[config.mk]
export PLATFORM = sky130hd
export DESIGN_NAME = nf10_axis_tx_stim_gen_flat
export DESIGN_NICKNAME = d
export VERILOG_FILES = /design/src/rtl/nf10_axis_tx_stim_gen_if.sv /design/src/rtl/nf10_axis_tx_stim_gen.sv /design/src/flat_wrapper.sv
export SDC_FILE = /design/constraint.sdc
export NUM_CORES = 1
export LEC_CHECK = 0
export BUFFER_PORTS_ARGS = -buffer_cell sky130_fd_sc_hd__buf_4
export CORE_MARGIN = 10
export CORE_UTILIZATION = 59
export DETAILED_ROUTE_END_ITERATION = 8
export PLACE_DENSITY = 0.86
export SYNTH_ARGS = -nofsm -noshare
export SYNTH_HDL_FRONTEND = slang
export SYNTH_SLANG_ARGS = --single-unit
export TNS_END_PERCENT = 10
[constraint.sdc]
create_clock -name axi_aclk -period 14.26 [get_ports axi_aclk]
set_input_delay 2.139 -clock axi_aclk [delete_from_list [all_inputs] [get_ports axi_aclk]]
set_output_delay 2.139 -clock axi_aclk [all_outputs]
set_load 0.05 [all_outputs]
[src/rtl/nf10_axis_tx_stim_gen_if.sv]
// AXI4-Stream bundle for the TX stimulus generator: master drives the beat, slave drives tready.
interface nf10_axis_tx_stim_gen_if #(
    parameter int unsigned DataWidth = 256,
    parameter int unsigned UserWidth = 128
);
    logic [DataWidth-1:0]   tdata;
    logic [DataWidth/8-1:0] tkeep;
    logic [UserWidth-1:0]   tuser;
    logic                   tvalid;
    logic                   tlast;
    logic                   tready;

    modport master (output tdata, output tkeep, output tuser, output tvalid, output tlast,
                    input tready);
    modport slave (input tdata, input tkeep, input tuser, input tvalid, input tlast,
                   output tready);
endinterface

[src/rtl/nf10_axis_tx_stim_gen.sv]
// TX-direction AXI4-Stream packet source: numbered, pattern-filled packets with NetFPGA tuser
// metadata, so port-side capture can be checked without a stimulus file.
module nf10_axis_tx_stim_gen #(
    parameter int unsigned C_M_AXIS_DATA_WIDTH  = 256,
    parameter int unsigned C_M_AXIS_TUSER_WIDTH = 128,
    parameter logic [7:0]  C_SRC_PORT           = 8'h02,
    parameter int unsigned C_MIN_LEN            = 60
) (
    input  logic                    axi_aclk,
    input  logic                    axi_resetn,
    input  logic                    start,
    input  logic                    stop,
    input  logic [15:0]             cfg_pkt_len,
    input  logic [15:0]             cfg_pkt_count,
    input  logic [7:0]              cfg_dst_port,
    input  logic [7:0]              cfg_ipg,
    nf10_axis_tx_stim_gen_if.master m_axis,
    output logic                    busy,
    output logic                    done,
    output logic [31:0]             pkt_sent
);
    localparam int unsigned Bytes = C_M_AXIS_DATA_WIDTH / 8;

    localparam logic [1:0] StIdle = 2'd0;
    localparam logic [1:0] StSend = 2'd1;
    localparam logic [1:0] StGap  = 2'd2;
    localparam logic [1:0] StDone = 2'd3;

    logic [1:0]                      state_q, state_d;
    logic [15:0]                     len_q, len_d;
    logic [15:0]                     cnt_q, cnt_d;
    logic [7:0]                      dst_q, dst_d;
    logic [7:0]                      ipg_q, ipg_d;
    logic [7:0]                      gap_q, gap_d;
    logic [7:0]                      seq_q, seq_d;
    logic [15:0]                     idx_q, idx_d;
    logic                            stop_req_q, stop_req_d;
    logic [31:0]                     pkt_sent_q, pkt_sent_d;
    logic                            busy_q, done_q;
    logic                            tvalid_q, tvalid_d;
    logic                            tlast_q;
    logic [C_M_AXIS_DATA_WIDTH-1:0]  tdata_q;
    logic [Bytes-1:0]                tkeep_q;
    logic [C_M_AXIS_TUSER_WIDTH-1:0] tuser_q;

    logic                            load;
    logic                            hs;
    logic                            stop_eff;
    logic [15:0]                     len_cfg;

    logic [C_M_AXIS_DATA_WIDTH-1:0]  bld_data;
    logic [Bytes-1:0]                bld_keep;
    logic [C_M_AXIS_TUSER_WIDTH-1:0] bld_user;
    logic                            bld_last;
    logic [31:0]                     bld_off;
    logic [31:0]                     bld_rem;

    assign hs       = tvalid_q & m_axis.tready;
    assign stop_eff = stop | stop_req_q;
    assign len_cfg  = (cfg_pkt_len < 16'(C_MIN_LEN)) ? 16'(C_MIN_LEN) : cfg_pkt_len;

    // Control path; `load` requests the beat described by seq_d/idx_d/len_d/dst_d.
    always_comb begin
        state_d    = state_q;
        len_d      = len_q;
        cnt_d      = cnt_q;
        dst_d      = dst_q;
        ipg_d      = ipg_q;
        gap_d      = gap_q;
        seq_d      = seq_q;
        idx_d      = idx_q;
        stop_req_d = stop_req_q;
        pkt_sent_d = pkt_sent_q;
        tvalid_d   = tvalid_q;
        load       = 1'b0;

        unique case (state_q)
            StIdle: begin
                if (start) begin
                    stop_req_d = stop;
                    if (cfg_pkt_count == 16'd0) begin
                        state_d = StDone;
                    end else begin
                        state_d  = StSend;
                        len_d    = len_cfg;
                        cnt_d    = cfg_pkt_count;
                        dst_d    = cfg_dst_port;
                        ipg_d    = cfg_ipg;
                        seq_d    = 8'd0;
                        idx_d    = 16'd0;
                        load     = 1'b1;
                        tvalid_d = 1'b1;
                    end
                end
            end
            StSend: begin
                stop_req_d = stop_req_q | stop;
                if (hs) begin
                    if (!tlast_q) begin
                        idx_d = idx_q + 16'd1;
                        load  = 1'b1;
                    end else begin
                        pkt_sent_d = pkt_sent_q + 32'd1;
                        cnt_d      = cnt_q - 16'd1;
                        if (cnt_q == 16'd1 || stop_eff) begin
                            state_d  = StDone;
                            tvalid_d = 1'b0;
                        end else begin
                            seq_d = seq_q + 8'd1;
                            idx_d = 16'd0;
                            if (ipg_q == 8'd0) begin
                                load = 1'b1;
                            end else begin
                                state_d  = StGap;
                                gap_d    = ipg_q;
                                tvalid_d = 1'b0;
                            end
                        end
                    end
                end
            end
            StGap: begin
                if (stop_eff) begin
                    state_d = StDone;
                end else if (gap_q == 8'd1) begin
                    // Last idle cycle: stage the next packet's first beat.
                    state_d  = StSend;
                    load     = 1'b1;
                    tvalid_d = 1'b1;
                end else begin
                    gap_d = gap_q - 8'd1;
                end
            end
            StDone: begin
                state_d    = StIdle;
                stop_req_d = 1'b0;
            end
            default: state_d = StIdle;
        endcase
    end

    // Beat builder: byte k of packet n carries (n + k) mod 256, zero past the packet end.
    always_comb begin
        bld_off  = 32'(idx_d) * 32'(Bytes);
        bld_rem  = 32'(len_d) - bld_off;
        bld_last = (bld_rem <= 32'(Bytes));
        bld_data = '0;
        bld_keep = '0;
        for (int j = 0; j < int'(Bytes); j++) begin
            if (32'(j) < bld_rem) begin
                bld_keep[j]        = 1'b1;
                bld_data[8*j +: 8] = seq_d + 8'(bld_off + 32'(j));
            end
        end
        bld_user = '0;
        if (idx_d == 16'd0) begin
            bld_user[15:0]  = len_d;
            bld_user[23:16] = C_SRC_PORT;
            bld_user[31:24] = dst_d;
        end
    end

    always_ff @(posedge axi_aclk or negedge axi_resetn) begin
        if (!axi_resetn) begin
            state_q    <= StIdle;
            len_q      <= '0;
            cnt_q      <= '0;
            dst_q      <= '0;
            ipg_q      <= '0;
            gap_q      <= '0;
            seq_q      <= '0;
            idx_q      <= '0;
            stop_req_q <= 1'b0;
            pkt_sent_q <= '0;
            busy_q     <= 1'b0;
            done_q     <= 1'b0;
            tvalid_q   <= 1'b0;
            tlast_q    <= 1'b0;
            tdata_q    <= '0;
            tkeep_q    <= '0;
            tuser_q    <= '0;
        end else begin
            state_q    <= state_d;
            len_q      <= len_d;
            cnt_q      <= cnt_d;
            dst_q      <= dst_d;
            ipg_q      <= ipg_d;
            gap_q      <= gap_d;
            seq_q      <= seq_d;
            idx_q      <= idx_d;
            stop_req_q <= stop_req_d;
            pkt_sent_q <= pkt_sent_d;
            busy_q     <= (state_d != StIdle);
            done_q     <= (state_d == StDone);
            tvalid_q   <= tvalid_d;
            if (load) begin
                tdata_q <= bld_data;
                tkeep_q <= bld_keep;
                tuser_q <= bld_user;
                tlast_q <= bld_last;
            end else if (!tvalid_d) begin
                tdata_q <= '0;
                tkeep_q <= '0;
                tuser_q <= '0;
                tlast_q <= 1'b0;
            end
        end
    end

    assign m_axis.tdata  = tdata_q;
    assign m_axis.tkeep  = tkeep_q;
    assign m_axis.tuser  = tuser_q;
    assign m_axis.tvalid = tvalid_q;
    assign m_axis.tlast  = tlast_q;
    assign busy          = busy_q;
    assign done          = done_q;
    assign pkt_sent      = pkt_sent_q;
endmodule

[src/flat_wrapper.sv]
// flat-port wrapper written by rule: the top's interface ports become plain ports
module nf10_axis_tx_stim_gen_flat 
#(
    parameter int unsigned C_M_AXIS_DATA_WIDTH  = 256,
    parameter int unsigned C_M_AXIS_TUSER_WIDTH = 128,
    parameter logic [7:0]  C_SRC_PORT           = 8'h02,
    parameter int unsigned C_MIN_LEN            = 60
)
  (axi_aclk, axi_resetn, start, stop, cfg_pkt_len, cfg_pkt_count, cfg_dst_port, cfg_ipg, busy, done, pkt_sent, m_axis_tdata, m_axis_tkeep, m_axis_tuser, m_axis_tvalid, m_axis_tlast, m_axis_tready);
  nf10_axis_tx_stim_gen_if m_axis_i ();
  input  logic axi_aclk;
  input  logic axi_resetn;
  input  logic start;
  input  logic stop;
  input  logic [15:0] cfg_pkt_len;
  input  logic [15:0] cfg_pkt_count;
  input  logic [7:0] cfg_dst_port;
  input  logic [7:0] cfg_ipg;
  output logic busy;
  output logic done;
  output logic [31:0] pkt_sent;
  output wire logic [$bits(m_axis_i.tdata)-1:0] m_axis_tdata;
  output wire logic [$bits(m_axis_i.tkeep)-1:0] m_axis_tkeep;
  output wire logic [$bits(m_axis_i.tuser)-1:0] m_axis_tuser;
  output wire logic [$bits(m_axis_i.tvalid)-1:0] m_axis_tvalid;
  output wire logic [$bits(m_axis_i.tlast)-1:0] m_axis_tlast;
  input wire logic [$bits(m_axis_i.tready)-1:0] m_axis_tready;
  assign m_axis_tdata = m_axis_i.tdata;
  assign m_axis_tkeep = m_axis_i.tkeep;
  assign m_axis_tuser = m_axis_i.tuser;
  assign m_axis_tvalid = m_axis_i.tvalid;
  assign m_axis_tlast = m_axis_i.tlast;
  assign m_axis_i.tready = m_axis_tready;
  nf10_axis_tx_stim_gen #(.C_M_AXIS_DATA_WIDTH(C_M_AXIS_DATA_WIDTH), .C_M_AXIS_TUSER_WIDTH(C_M_AXIS_TUSER_WIDTH), .C_SRC_PORT(C_SRC_PORT), .C_MIN_LEN(C_MIN_LEN)) u_core (.axi_aclk(axi_aclk), .axi_resetn(axi_resetn), .start(start), .stop(stop), .cfg_pkt_len(cfg_pkt_len), .cfg_pkt_count(cfg_pkt_count), .cfg_dst_port(cfg_dst_port), .cfg_ipg(cfg_ipg), .m_axis(m_axis_i), .busy(busy), .done(done), .pkt_sent(pkt_sent));
endmodule
**Word-level counts from Yosys, hierarchy flattened**

Cells that the tools add are included.

- Bits of input ports: 53
- Output and inout bits: 452
- Word-level logic and storage cells: 285
- Bits in registers: 535

- Add/sub/neg operators: 69
- Reduce and logical (&&, ||, !) cells: 14
- Eq/ne operators: 15
- Multiplexer cells: 133
- $lt $le $gt $ge: 34
- Bitwise operators: 3

Operators with widths:

| kind | count |
|---|---|
| 5-bit by 32-bit < comparator with 1-bit output (first input constant) | 16 |
| 256-bit two-way mux | 2 |
| 8-bit two-way mux | 46 |
| 8-bit adder | 32 |
| 4-bit by 32-bit < comparator with 1-bit output (first input constant) | 8 |
| 128-bit two-way mux | 2 |
| 16-bit two-way mux | 13 |
| 8-bit by 5-bit adder with 8-bit output (second input constant) | 16 |
| 3-bit by 32-bit < comparator with 1-bit output (first input constant) | 4 |
| 32-bit two-way mux | 3 |
| 8-bit by 4-bit adder with 8-bit output (second input constant) | 8 |
| 1-bit by 32-bit < comparator with 1-bit output (first input constant) | 2 |
| 2-bit by 32-bit < comparator with 1-bit output (first input constant) | 2 |
| 16-bit case mux with 2 select lines | 2 |
| 1-bit two-way mux | 51 |
| 32-bit by 1-bit adder with 32-bit output (second input constant) | 1 |
| 8-bit by 3-bit adder with 8-bit output (second input constant) | 4 |
| 32-bit by 6-bit <= comparator with 1-bit output (second input constant) | 1 |
| 16-bit zero test | 2 |
| 8-bit case mux with 2 select lines | 2 |
| 16-bit by 21-bit subtractor with 22-bit output | 1 |
| 16-bit by 1-bit adder with 16-bit output (second input constant) | 1 |
| 8-bit by 1-bit adder with 8-bit output (second input constant) | 2 |
| 8-bit by 2-bit adder with 8-bit output (second input constant) | 2 |
| 24 further kinds | 45 |

**Longest topological paths before layout**

- Depth after elaboration: 10
- Gate-level depth with buffers: 24
- Mapped depth without buffers: 19

**Worst setup path before layout**

No wires, ideal clock.

- Path kind: input -> register
- Start point: input port cfg_pkt_count[2]
- End point: register u_core.tdata_q[194], in the netlist u_core.m_axis.tdata[194]
- Library setup time: 122 ps
- Cell stages on the path: 19
- Required time: 14138 ps
- Buffers on the path: 4
- Arrival: 6584 ps
- Slack: 7555 ps
- Cell sequence: nor4_1 -> a41oi_2 -> clkbuf_1 -> buf_1 -> mux2i_1 -> inv_1 -> ha_1 -> clkbuf_1 -> a21o_1 -> a21oi_1 -> o21ai_0 -> xor2_1 -> a2111oi_0 -> o21ai_0 -> nor4_2 -> nand3_4 -> or4_1 -> buf_2 -> a32o_1

- Word-level cells in the longest chain between the ends: 8
- Elaborated cells on any way between the ends: 22
- Classes of those cells: add/sub: 2; order compare: 1; eq/ne: 1; mux: 17; reduce/logical: 1

Ends and longest elaborated chain:

| what | RTL line | source |
|---|---|---|
| start, declared | flat_wrapper.sv:16 | `input logic [15:0] cfg_pkt_count;` |
| 16-bit zero test | nf10_axis_tx_stim_gen.sv:81 | `if (cfg_pkt_count == 16'd0) begin` |
| 16-bit two-way mux | nf10_axis_tx_stim_gen.sv:81 |  |
| 16-bit two-way mux | nf10_axis_tx_stim_gen.sv:79 | `if (start) begin` |
| 16-bit two-way mux | nf10_axis_tx_stim_gen.sv:77 | `unique case (state_q)` |
| named net u_core.len_d[12] | nf10_axis_tx_stim_gen.sv:30 | `logic [15:0] len_q, len_d;` |
| 16-bit by 21-bit subtractor with 22-bit output | nf10_axis_tx_stim_gen.sv:145 | `bld_rem = 32'(len_d) - bld_off;` |
| 5-bit by 32-bit < comparator with 1-bit output | nf10_axis_tx_stim_gen.sv:150 | `if (32'(j) < bld_rem) begin` |
| 8-bit two-way mux | nf10_axis_tx_stim_gen.sv:150 |  |
| 256-bit two-way mux | nf10_axis_tx_stim_gen.sv:196 | `if (load) begin` |
| end signal, assigned | nf10_axis_tx_stim_gen.sv:197 | `tdata_q <= bld_data;` |
| end, declared | nf10_axis_tx_stim_gen.sv:42 | `logic [C_M_AXIS_DATA_WIDTH-1:0] tdata_q;` |

The timed path passes the listed nets, and every way through them passes these cells.
A chain may end at the register's enable or synchronous reset.

**Worst setup path in the final report**

- Start point: input port cfg_pkt_count[2]
- End point: register u_core.tdata_q[170], in the netlist u_core.m_axis.tdata[170]

- Word-level cells in the longest chain between the ends: 8
- Elaborated cells on any way between the ends: 22
- Classes of those cells: add/sub: 2; order compare: 1; eq/ne: 1; mux: 17; reduce/logical: 1

Ends and longest elaborated chain:

| what | RTL line | source |
|---|---|---|
| 16-bit zero test | nf10_axis_tx_stim_gen.sv:81 |  |
| 16-bit two-way mux | nf10_axis_tx_stim_gen.sv:81 |  |
| 16-bit two-way mux | nf10_axis_tx_stim_gen.sv:79 |  |
| 16-bit case mux with 2 select lines | nf10_axis_tx_stim_gen.sv:77 |  |
| named net u_core.bld_off[5] | nf10_axis_tx_stim_gen.sv:55 | `logic [31:0] bld_off;` |
| 16-bit by 21-bit subtractor with 22-bit output | nf10_axis_tx_stim_gen.sv:145 |  |
| 5-bit by 32-bit < comparator with 1-bit output | nf10_axis_tx_stim_gen.sv:150 |  |
| 8-bit two-way mux | nf10_axis_tx_stim_gen.sv:150 |  |
| 256-bit two-way mux | nf10_axis_tx_stim_gen.sv:196 |  |

The timed path passes the listed nets, and every way through them passes these cells.

==> impl_metrics.toml <==
[clock_network]
cts_resized = 0
cts_tree = "yes"
clock_latency_ns = 0.57
cts-buffers-inserted = 45
post_cts_buffers = 0
clkTransAtPathRegs_ns = 0.06
cts_root_buf = "clkbuf_16"
htreeDepth = 2
postCtsHoldBufs = 0
cts_sinks = 432
clockBufferDepth = 3

[place]
place_ws_ns = 6.08
place_congestion = 0.985
dp_hpwl_um = 56800
dp_cells = 3025
io_buffers = 401

[critical_path]
critPathTopFamily = "compound AO/OA/AOI/OAI gates"
crit_path_start_kind = "input port"
worstSetupPathDepth = 19
crit_slowest_cell = "o31ai_1"
worstPathRequired_ns = 14.63
crit_fanout = 45
r2r_cells = 19
crit_arrival_ns = 8.16
cp_num_buf_inv = 5
cp-end-kind = "register"
path_class = "input port to register"
slowest_delay_ns = 1.25
crit_path_frequent_cell = "buf_4"
crit_chain = "buf_4, nor4_1, a41oi_4, buf_4, a21oi_1, buf_4, nand2_1, o21ai_0, ha_1, inv_1, ha_1, inv_1, o31ai_1, nor3_1, a221oi_1, a311oi_1, nand3_4, o31ai_1, a21boi_0"

[yosys]
synth_seq_cells = 432
yosys_warnings = 0
yosysUniqueCellTypes = 84
yosysMostFrequentCell = "dfrtp_1"
syn_area_per_cell_um2 = 9.65
synth_area_leaders = "dfrtp_1 49%, nand2_1 5.9%, o21ai_0 5.2%"
syn_area_um2 = 22100
synthCells = 2287
synthArstFlopShare = 1.00
synth_seq_area_share = 0.490
synth.largest_area_cell = "dfrtp_1"
ys.flop_type = "dfrtp_1"
synth_top_area_share = 0.490
synth_edf_count = 0
synthTopCellsByCount = "432 x dfrtp_1, 346 x nand2_1, 228 x o21ai_0"

[timing]
skew_ns = 0.0215
hold_viol = 0
rsz0062_at_grt = "false"
tns_ns = 0
fmax_mhz = 128
post-route-min-period_ns = 7.80
setup_viol = 0
fin_ws_ns = 6.46
relSlewSlack = 0.137
worstMarginPinSlew_ns = 1.29
timing.final.crit_share = 0.547
drv_slew = 0

[cells_and_area]
drive_gt1_frac = 0.208
fin_cells = 3099
nets = 2698
syn_to_final_growth_pct = 19.4
fillers = 2649
utilization = 0.716

[power_and_ir_drop]
p_leak_uw = 0.0125
powerDensity_nw_per_um2 = 228
max-vdd-ir-drop_mv = 0.188

[route]
num_vias = 19767
first_pass_iters = 6
ant_nets = 0
drt_iter0_drc = 2467
via_per_inst = 6.38
drc = 0
wl_um = 80600
wl_per_cell_um = 26.0

[floorplan]
rows = 70
core_area_um2 = 36800
start_util = 0.600
die_h_um = 213
dieArea_um2 = 45500
fp.dieW_um = 213
ios = 505

[min_path]
hold_path_depth = 1
hold_class = "register to register"

[global_route]
grt_overflow = 0
grt_pass1_wl_um = 119000
grt_usage = 0.341
antenna_found_initial = 1
grt_pass1_vias = 19416
grt_max_degree = 168

[run]
cap_violations = 0

[outcome]
status = "finished, final reports clean"
-- worst reg2reg max path: cells and delay by family, from the launching register on --
kind	cells	cell delay, ns
AOI/OAI and AO/OA	10	3.59
and+or+nand+nor	4	1.55
adders and majority gates	2	0.78
buffers and inverters	2	0.50
DFF	1	0.43
xor gates and xnor gates	1	0.19
-- layer usage --
metal  up-vias  wire (um)  track usage
met5         -          0            0
met4         0       4750        0.183
met3       265       9680       0.0918
met2      1368      36600        0.529
met1      9682      29500        0.430
li1       8452          -            -
-- registers in the layout, indices dropped and copies added, names as in the netlist --
register and flops:
u_core.dst_q 8, u_core.seq_q 8, u_core.busy 1, u_core.stop_req_q 1, u_core.done 1, u_core.m_axis.tdata 256
u_core.idx_q 16, u_core.m_axis.tlast 1, u_core.state_q 2, u_core.m_axis.tvalid 1, u_core.len_q 16, u_core.m_axis.tkeep 32
u_core.pkt_sent 32, u_core.m_axis.tuser 25, u_core.cnt_q 16, u_core.gap_q 8, u_core.ipg_q 8
-- kinds of logic (layout without fill, tap and decap cells) --
group / Yosys count / count (layout) / share of synthesized area
buffers and inverters: 333 / 574 / 0.0761
other: 1 / 104 / 0.000170
multiplexers: 35 / 35 / 0.0166
AND/OR/NAND/NOR: 667 / 667 / 0.147
AO/OA/AOI/OAI: 620 / 620 / 0.184
XOR/XNOR: 158 / 158 / 0.0627
flip-flops: 432 / 432 / 0.490
adder cells (fa/ha/maj): 41 / 41 / 0.0236
-- path summary, 6_finish.rpt --
check	endpoint	start	slack (ns)
worst max-delay path	u_core.m_axis.tdata[170]	cfg_pkt_count[2]	6.46
worst min-delay path	u_core.pkt_sent[31]	u_core.pkt_sent[31]	0.47
worst max register to register	u_core.m_axis.tdata[170]	u_core.state_q[1]	7.01
worst min register to register	u_core.pkt_sent[31]	u_core.pkt_sent[31]	0.47
max in group asynchronous	u_core.m_axis.tkeep[22]	axi_resetn	9.41
min in group asynchronous	u_core.dst_q[0]	axi_resetn	1.59
-- per-stage QoR --
| step | total power, uW | hold WS [ns] | instance area, um2 |
|---|---|---|---|
| after floorplan | 3900 | 0.442 | 22400 |
| after global placement | 4750 | 0.454 | 25000 |
| after detailed placement | 4810 | 0.465 | 25000 |
| after CTS | 5940 | 0.478 | 26300 |
| after global routing | 6240 | 0.495 | 26300 |
| final | 5990 | 0.474 | 26300 |
-- area by class of cell --
type	count	area, um2	share of cell area
tap	468	586	0.0222
clock inverter	10	88.8	0.00337
sequential	432	10800	0.410
inverter	80	300	0.0114
clock buffer	63	1290	0.0492
antenna	1	2.50	0.0000950
timing repair buffer	421	3180	0.121
multi-input combinational	1624	10100	0.383
-- report_power, final --
| group | total (uW) | switching (uW) | internal, uW |
|---|---|---|---|
| clock network | 1130 | 485 | 646 |
| registers | 1780 | 236 | 1540 |
| logic | 3090 | 2270 | 818 |
| total | 5990 | 2990 | 3000 |
-- placed cells by master, fill, tap and decap left out, drive strengths merged, types with 25 or more instances in the layout --
cell type,count
clkbuf,63
xnor2,93
a32o,39
nor4,27
o21ai,234
dfrtp,432
conb,103
nor2,77
nand2,346
a21oi,104
ha,40
a31oi,25
inv,78
xor2,65
nand3,86
o31ai,95
buf,421
(Power assumes the default switching activity.)
